### src/rtl/alu_4bit_reg.sv
// Registered ALU: add, subtract, AND, OR on two unsigned operands.
// Result and carry/borrow are registered; they become valid one cycle after the operands.
module alu_4bit_reg #(
  parameter int WIDTH = 4
) (
  input  logic             clk,
  input  logic             rst,
  input  logic [WIDTH-1:0] A,
  input  logic [WIDTH-1:0] B,
  input  logic [1:0]       sel,
  output logic [WIDTH-1:0] result,
  output logic             carry_out
);

  typedef enum logic [1:0] {
    OP_ADD = 2'b00,
    OP_SUB = 2'b01,
    OP_AND = 2'b10,
    OP_OR  = 2'b11
  } op_t;

  logic [WIDTH:0]   sum_ext;
  logic [WIDTH:0]   diff_ext;
  logic [WIDTH-1:0] next_result;
  logic             next_carry;

  // One extra bit on both arithmetic paths. For subtraction that extra bit
  // is set exactly when A < B, so it gives the borrow.
  assign sum_ext  = {1'b0, A} + {1'b0, B};
  assign diff_ext = {1'b0, A} - {1'b0, B};

  always_comb begin
    next_result = '0;
    next_carry  = 1'b0;
    case (op_t'(sel))
      OP_ADD: begin
        next_result = sum_ext[WIDTH-1:0];
        next_carry  = sum_ext[WIDTH];
      end
      OP_SUB: begin
        next_result = diff_ext[WIDTH-1:0];
        next_carry  = diff_ext[WIDTH];
      end
      OP_AND: next_result = A & B;
      OP_OR:  next_result = A | B;
      default: begin
        next_result = '0;
        next_carry  = 1'b0;
      end
    endcase
  end

  always_ff @(posedge clk) begin
    if (rst) begin
      result    <= '0;
      carry_out <= 1'b0;
    end else begin
      result    <= next_result;
      carry_out <= next_carry;
    end
  end

endmodule

### config.mk
export PLATFORM = sky130hd
export DESIGN_NAME = alu_4bit_reg
export DESIGN_NICKNAME = d
export VERILOG_FILES = /design/src/rtl/alu_4bit_reg.sv
export SDC_FILE = /design/constraint.sdc
export NUM_CORES = 1
export LEC_CHECK = 0
export BUFFER_PORTS_ARGS = -buffer_cell sky130_fd_sc_hd__buf_2
export CORE_AREA = 5 5 42 44
export CTS_CLUSTER_DIAMETER = 100
export DETAILED_ROUTE_END_ITERATION = 10
export DIE_AREA = 0 0 47 49
export PLACE_DENSITY = 0.67
export SYNTH_ARGS = -nofsm -noshare
export SYNTH_HDL_FRONTEND = slang
export SYNTH_SLANG_ARGS = --single-unit
### constraint.sdc
create_clock -name clk -period 2.38 [get_ports clk]
set_clock_uncertainty 0.05 [all_clocks]
set_input_delay 0.714 -clock clk [delete_from_list [all_inputs] [get_ports clk]]
set_output_delay 0.714 -clock clk [all_outputs]
set_load 0.01 [all_outputs]
==> run summary, run 1 <==
Final Hold Vio Count = 0
Hold EP = result[2]
drt wl/cell = 11.3 microns
Net Count, Synth = 91
full die area = 2300 sq um
final wirelength = 1.10 mm
worst hold slack = 0.679 ns
die height = 49 microns
Synth Area in Compound Gates = 20.5%
Synth Instances = 65
Worst Path Max Fanout = 3
ys async rst share = 0%
overall routing resource usage = 11.3%
Post-CTS Setup Bufs = 0
Lkg Pwr = 0.370 nW
Setup Slack @ Placement = 0.111 ns
Worst setup EP type = flop
CP required = 2.52 ns
Min Clock Period, post-route = 2.00 ns
Worst EP arrival = 2.14 ns
Post-Place Cells = 94
clk root buf = clkbuf_4
Seq/Total Area, Yosys = 16.5%
row count = 14
measured slew at the worst slew-check pin = 0.250 ns
Setup Viol. Count Final = 0
Post-synth EDFFs = 0
Achievable Freq = 0.499 GHz
TritonRoute pass-1 iters = 3
Synth Area in Adders = 31.4%
Worst slew margin = 83.2%
antenna cells = 0
synth cell count leaders = 12 x ha_1, 12 x inv_1, 5 x dfxtp_1
synth top area cells = ha_1 25%, dfxtp_1 17%, inv_1 7.4%
H-tree levels = 1
Critical Path Start Type = primary input
top-area cell type share of the netlist area = 24.8%
Pins Over Slew Limit = 0
Remaining DRCs = 0
Util after Layout = 50.1%
multiplexer share of the synthesized area = 5.99%
number of global-route vias before repair = 473
sum of negative setup slack = 0 ns
routed vias/inst = 5.02
Post-Synth Simple-Gate Area = 10.3%
CTS Buf Count = 3
Worst Hold Class = primary input to flop
Yosys reg bits = 5
Layout area overhead = 15.9%
Setup CP Type = primary input to flop
Final #Nets = 109
warnings from Yosys = 0
PD cells = 428 nW/um^2
core footprint = 1400 sq um
Clock Tree Buf Depth = 2
Worst VDD drop = 0.104 mV
largest net degree at the start of global routing = 13
first-pass GRT wire length = 1.88 mm
die width = 47 microns
fin cells = 98
CTS Sinks = 5
Max Cap Violations = 0
fillers = 144
vias = 492
xor/xnor share of the synthesized area = 2.89%
Routability Congestion = 0.769
io pins = 17
RSZ-0062 raised after global routing = no
Clock Pin Slew Worst Setup and Hold Paths = 0.04 ns
Port Buffer Count = 16
hold buffer count at cts = 0
Final WS setup = 0.377 ns
CTS tree = yes
initial antenna violation count = 0
Final period util = 84.1%
HP Start = rst
Synth area leader = ha_1
Mapped Area = 606 sq um
dpl hpwl = 947 microns
syn avg cell area = 9.32 sq um
crit path from = A[0]
Cell variety after synth = 29
status = finished, final reports clean
post-CTS sizing = 0
ys flop type = dfxtp_1
Hold Path Stages = 2
Routed Antenna Nets = 0
Initial Util = 43.2%
largest family of logic cells by synthesized area = adder cells
1st-iter DRT viols = 8
share of cells above drive strength 1 = 30.5%
grt total ovfl = 0
flip-flops by register name, summed over array words and instances (netlist names):
name       cells
carry_out      1
result         4
power by group:
| part | leakage [nW] | switching [W] | internal [W] |
|---|---|---|---|
| registers | 0.0416 | 0.00000127 | 0.0000921 |
| logic | 0.313 | 0.0000563 | 0.0000505 |
| clock network | 0.0150 | 0.0000370 | 0.0000635 |
through the flow:
step | area (sq um) | total power [W]
2_1_floorplan | 606 | 0.000173
3_3_place_gp | 676 | 0.000199
3_5_place_dp | 676 | 0.000203
4_1_cts | 702 | 0.000304
5_1_grt | 702 | 0.000324
6_report | 702 | 0.000301
cells in the final DEF, fill, tap and decap left out, types with 2 or more instances in the layout:
| cell | count |
|---|---|
| buf_2 | 16 |
| inv_1 | 12 |
| ha_1 | 12 |
| dfxtp_1 | 5 |
| nor2_1 | 3 |
| clkbuf_4 | 3 |
| a211oi_1 | 2 |
| xnor2_1 | 2 |
| nor2b_1 | 2 |
| nand2_1 | 2 |
| o211ai_1 | 2 |
| nor2_2 | 2 |
| fa_1 | 2 |
worst max-delay path, cell delays in order:
cell and delay [ns]:
buf_2 0.10, ha_1 0.23, fa_1 0.49, inv_1 0.04, mux4_1 0.48, nor2_1 0.09
metal layers:
| layer | share of wire [%] | global-route usage, % | vias up |
|---|---|---|---|
| li1 | - | - | 252 |
| met1 | 40 | 12.8 | 223 |
| met2 | 50 | 18.3 | 12 |
| met3 | 6.2 | 1.11 | 5 |
| met4 | 3.3 | 8.29 | 0 |
| met5 | 0 | 0 | - |
cells by family (layout without fill, tap and decap cells):
kind of cell | count (synthesis) | count (layout)
muxes | 2 | 2
xor gates and xnor gates | 2 | 2
adders and majority gates | 14 | 14
buffers and inverters | 15 | 32
DFF | 5 | 5
AOI/OAI and AO/OA | 15 | 15
and+or+nand+nor | 12 | 12
worst max path at each step:
stage,to,slack [ns],depth (start not counted)
floorplan,result[1],0.30,5
global placement,result[1],0.16,6
CTS,result[1],0.36,6
detailed placement,result[1],0.11,6
global route,result[1],0.32,6
finish,result[1],0.38,6
final cells by class:
type                       instances  area, sq um  share of cell area, %
tap                               16         20.0                   2.85
timing repair buffer              16         80.1                   11.4
sequential                         5          100                   14.3
clock buffer                       4         26.3                   3.74
multi-input combinational         45          430                   61.3
inverter                          12         45.0                   6.42
No activity file was read; power rests on OpenSTA's default activity.
==> run 2: changes to the inputs <==
Clock period 2.38 ns to 2.04 ns, I/O delays scaled along.
==> run summary, run 2 (same netlist as run 1, synthesis figures left out) <==
Util after Layout = 51.2%
largest net degree at the start of global routing = 13
number of global-route vias before repair = 455
Setup Viol. Count Final = 0
Worst EP arrival = 2.02 ns
grt met2 use = 16.3%
final wirelength = 1.05 mm
fillers = 147
drt wl/cell = 10.5 microns
Routability Congestion = 0.769
area occupied by multi-input gates = 430 sq um
io pins = 17
dpl hpwl = 913 microns
die width = 47 microns
Final #Nets = 111
Final period util = 93.1%
internal power = 0.000242 W
Final Hold Vio Count = 0
routed vias/inst = 4.94
Setup CP Type = primary input to flop
CP required = 2.17 ns
Worst VDD drop = 0.154 mV
grt total ovfl = 0
Layout area overhead = 18.4%
cell area after layout = 717 sq um
Pins Over Slew Limit = 0
Remaining DRCs = 0
GR peak layer = met2
HP Start = rst
full die area = 2300 sq um
Worst slew margin = 82.6%
Sw Ratio = 30.2%
PD cells = 484 nW/um^2
initial antenna violation count = 0
vias = 494
sum of negative setup slack = 0 ns
status = finished, final reports clean
Initial Util = 43.2%
CTS Sinks = 5
row count = 14
Lkg Pwr = 0.379 nW
Sw Pwr = 0.000105 W
1st-iter DRT viols = 1
core footprint = 1400 sq um
Worst setup EP type = flop
Logic pwr share = 36.4%
Final WS setup = 0.141 ns
GRT met3 Usage = 2.21%
Post-CTS Setup Bufs = 0
overall power = 0.000347 W
overall routing resource usage = 10.3%
Largest regs = result: 4 flops, carry_out: 1 flops
Max Cap Violations = 0
H-tree levels = 1
Worst Path Max Fanout = 3
Flop pwr share = 31.5%
Worst Hold Class = primary input to flop
DP Area = 691 sq um
register area = 100 sq um
Routed Antenna Nets = 0
most frequent cells in the layout = 16 x buf_2, 12 x inv_1, 12 x ha_1
first-pass GRT wire length = 1.79 mm
share of cells above drive strength 1 = 32.1%
die height = 49 microns
measured slew at the worst slew-check pin = 0.261 ns
TritonRoute pass-1 iters = 2
hold buffer count at cts = 0
most common cell after layout, fill and taps aside = buf_2
RSZ-0062 raised after global routing = no
post-CTS sizing = 0
clk root buf = clkbuf_4
clock share of power = 32.1%
Hold EP = result[2]
Port Buffer Count = 16
Clock Tree Buf Depth = 2
Achievable Freq = 0.527 GHz
CTS Buf Count = 3
Min Clock Period, post-route = 1.90 ns
CTS tree = yes
Hold Path Stages = 2
Setup Slack @ Placement = -0.114 ns
met1 Usage GRT = 12.4%
Critical Path Start Type = primary input
Clock Pin Slew Worst Setup and Hold Paths = 0.04 ns
Biggest register = result
Largest register FFs = 4
antenna cells = 0
==> run 2: cell types whose count changed in the layout (fill, tap and decap cells not counted), sizes merged <==
cell  before  now
buf       16   18
==> run 2: cell type report <==
type	count	share of cell area (%)
Multi-Input combinational cell	45	60.0
Sequential cell	5	14.0
Tap cell	16	2.79
Timing Repair Buffer	18	13.3
Clock buffer	4	3.66
Inverter	12	6.28
==> run 2: stage by stage <==
step	hold WS (ns)	instances
after floorplan	0.627	65
after global placement	0.832	96
after detailed placement	0.834	96
after CTS	0.582	100
after global routing	0.593	100
final	0.588	100
==> run 2: power by group through the flow <==
stage,Combinational (W),Sequential [W],Clock (W)
after floorplan,0.0000850,0.000117,0
after global placement,0.000125,0.000111,0
after detailed placement,0.000128,0.000111,0
after CTS,0.000128,0.000109,0.000117
after global routing,0.000143,0.000110,0.000128
final,0.000126,0.000109,0.000112
==> run 2: worst max-delay path by stage <==
| stage | to | slack (ns) | from | cells past startpoint |
|---|---|---|---|---|
| final | result[1] | 0.14 | A[0] | 6 |
| after global routing | result[2] | 0.06 | A[0] | 8 |
| after CTS | result[1] | 0.14 | A[0] | 6 |
| after detailed placement | result[1] | -0.11 | A[0] | 6 |
| after global placement | result[1] | -0.08 | A[0] | 6 |
| after floorplan | result[1] | 0.06 | A[0] | 5 |
==> run 2: routing by layer <==
layer | wire length [microns] | share of wire [%]
met1 | 445 | 42
met2 | 538 | 51
met3 | 62 | 5.9
met4 | 7 | 0.66
met5 | 0 | 0
==> run 2: critical path, cell delays in order <==
cell	delay, ns
buf_2	0.11
ha_1	0.23
fa_1	0.49
inv_1	0.04
mux4_1	0.47
nor2_1	0.09
==> run 3: changes to the inputs <==
Settings changed: CORE_AREA 5 5 42 44 to 2 2 39 41, DIE_AREA 0 0 47 49 to 0 0 41 43.
==> run summary, run 3 (same netlist as run 1, synthesis figures left out) <==
die height = 43 microns
Post-CTS Setup Bufs = 0
Worst Path Max Fanout = 2
Logic pwr share = 37.0%
Initial Util = 43.8%
Worst Hold Class = primary input to flop
routed vias/inst = 4.78
internal power = 0.000244 W
H-tree levels = 1
dpl hpwl = 883 microns
CP required = 2.17 ns
antenna cells = 0
post-CTS sizing = 0
clk root buf = clkbuf_4
overall routing resource usage = 15.7%
1st-iter DRT viols = 2
CP bufs+invs = 2
Pins Over Slew Limit = 0
core footprint = 1380 sq um
most frequent cells in the layout = 16 x buf_2, 12 x inv_1, 12 x ha_1
share of cells above drive strength 1 = 32.9%
Biggest register = result
largest net degree at the start of global routing = 13
full die area = 1760 sq um
Largest register FFs = 4
Worst setup EP type = flop
Max Cap Violations = 0
Achievable Freq = 0.529 GHz
io pins = 17
Routability Congestion = 0.771
row count = 14
Crit path largest cell delay = 0.48 ns
PD cells = 481 nW/um^2
Final #Nets = 112
first-pass GRT wire length = 1.95 mm
final wirelength = 1.03 mm
Sw Ratio = 30.0%
Critical Path Start Type = primary input
measured slew at the worst slew-check pin = 0.249 ns
die width = 41 microns
sum of negative setup slack = 0 ns
Min Clock Period, post-route = 1.89 ns
critical-path cell list = buf_2 -> ha_1 -> fa_1 -> inv_1 -> mux4_1 -> nor2_1
Final Hold Vio Count = 0
CTS tree = yes
Setup CP Type = primary input to flop
Clock Pin Slew Worst Setup and Hold Paths = 0.04 ns
Routed Antenna Nets = 0
worst hold slack = 0.589 ns
CTS Sinks = 5
crit-path leading delay family = adder cells
number of global-route vias before repair = 510
Setup Viol. Count Final = 0
Worst VDD drop = 0.134 mV
most common cell after layout, fill and taps aside = buf_2
Sw Pwr = 0.000104 W
Final period util = 92.7%
Worst EP arrival = 2.02 ns
Remaining DRCs = 0
Worst slew margin = 83.3%
hold buffer count at cts = 0
clock share of power = 31.6%
RSZ-0062 raised after global routing = no
Largest regs = result: 4 flops, carry_out: 1 flops
initial antenna violation count = 0
Lkg Pwr = 0.385 nW
grt total ovfl = 0
drt wl/cell = 10.1 microns
TritonRoute pass-1 iters = 2
CTS Buf Count = 3
status = finished, final reports clean
Clock Tree Buf Depth = 2
Layout area overhead = 19.6%
Flop pwr share = 31.4%
vias = 483
Port Buffer Count = 16
Critical-path top delay cell = fa_1
[run 3: through the flow]
step                total power, W  cell area (sq um)  setup slack [ns]  std cells  util [%]
global route              0.000378                724            0.0628        101      52.4
CTS                       0.000356                724             0.141        101      52.4
detailed placement        0.000241                698            -0.110         97      50.5
global placement          0.000236                698           -0.0658         97      50.5
floorplan                 0.000202                606            0.0591         65         -
finish                    0.000348                724             0.150        101      52.4
[run 3: area by class of cell]
type,instances,area (sq um)
clock buffers,4,26.3
fillers,139,659
inverters,12,45.0
multi-input cells,45,430
flip-flops and latches,5,100
well taps,16,20.0
repair buffers,19,103
[run 3: power groups by stage]
| stage | combinational [W] | sequential (W) | clock, W |
|---|---|---|---|
| 6_report | 0.000129 | 0.000109 | 0.000110 |
| 5_1_grt | 0.000148 | 0.000111 | 0.000119 |
| 4_1_cts | 0.000131 | 0.000109 | 0.000116 |
| 3_5_place_dp | 0.000130 | 0.000111 | 0 |
| 3_3_place_gp | 0.000126 | 0.000111 | 0 |
| 2_1_floorplan | 0.0000850 | 0.000117 | 0 |
[run 3: worst paths after layout]
path	startpoint	depth (start not counted)	slack, ns	to
max	A[0]	6	0.15	result[1]
min	rst	2	0.59	result[2]
[run 3: routing by layer]
metal | up-vias | share of wire [%] | global-route usage [%] | routed length, microns
met3 | 2 | 3.1 | 0.524 | 32
met4 | 0 | 0.88 | 11.3 | 9
met1 | 217 | 45 | 19.6 | 457
met2 | 8 | 51 | 24.1 | 525
met5 | - | 0 | 0 | 0
li1 | 256 | - | - | -
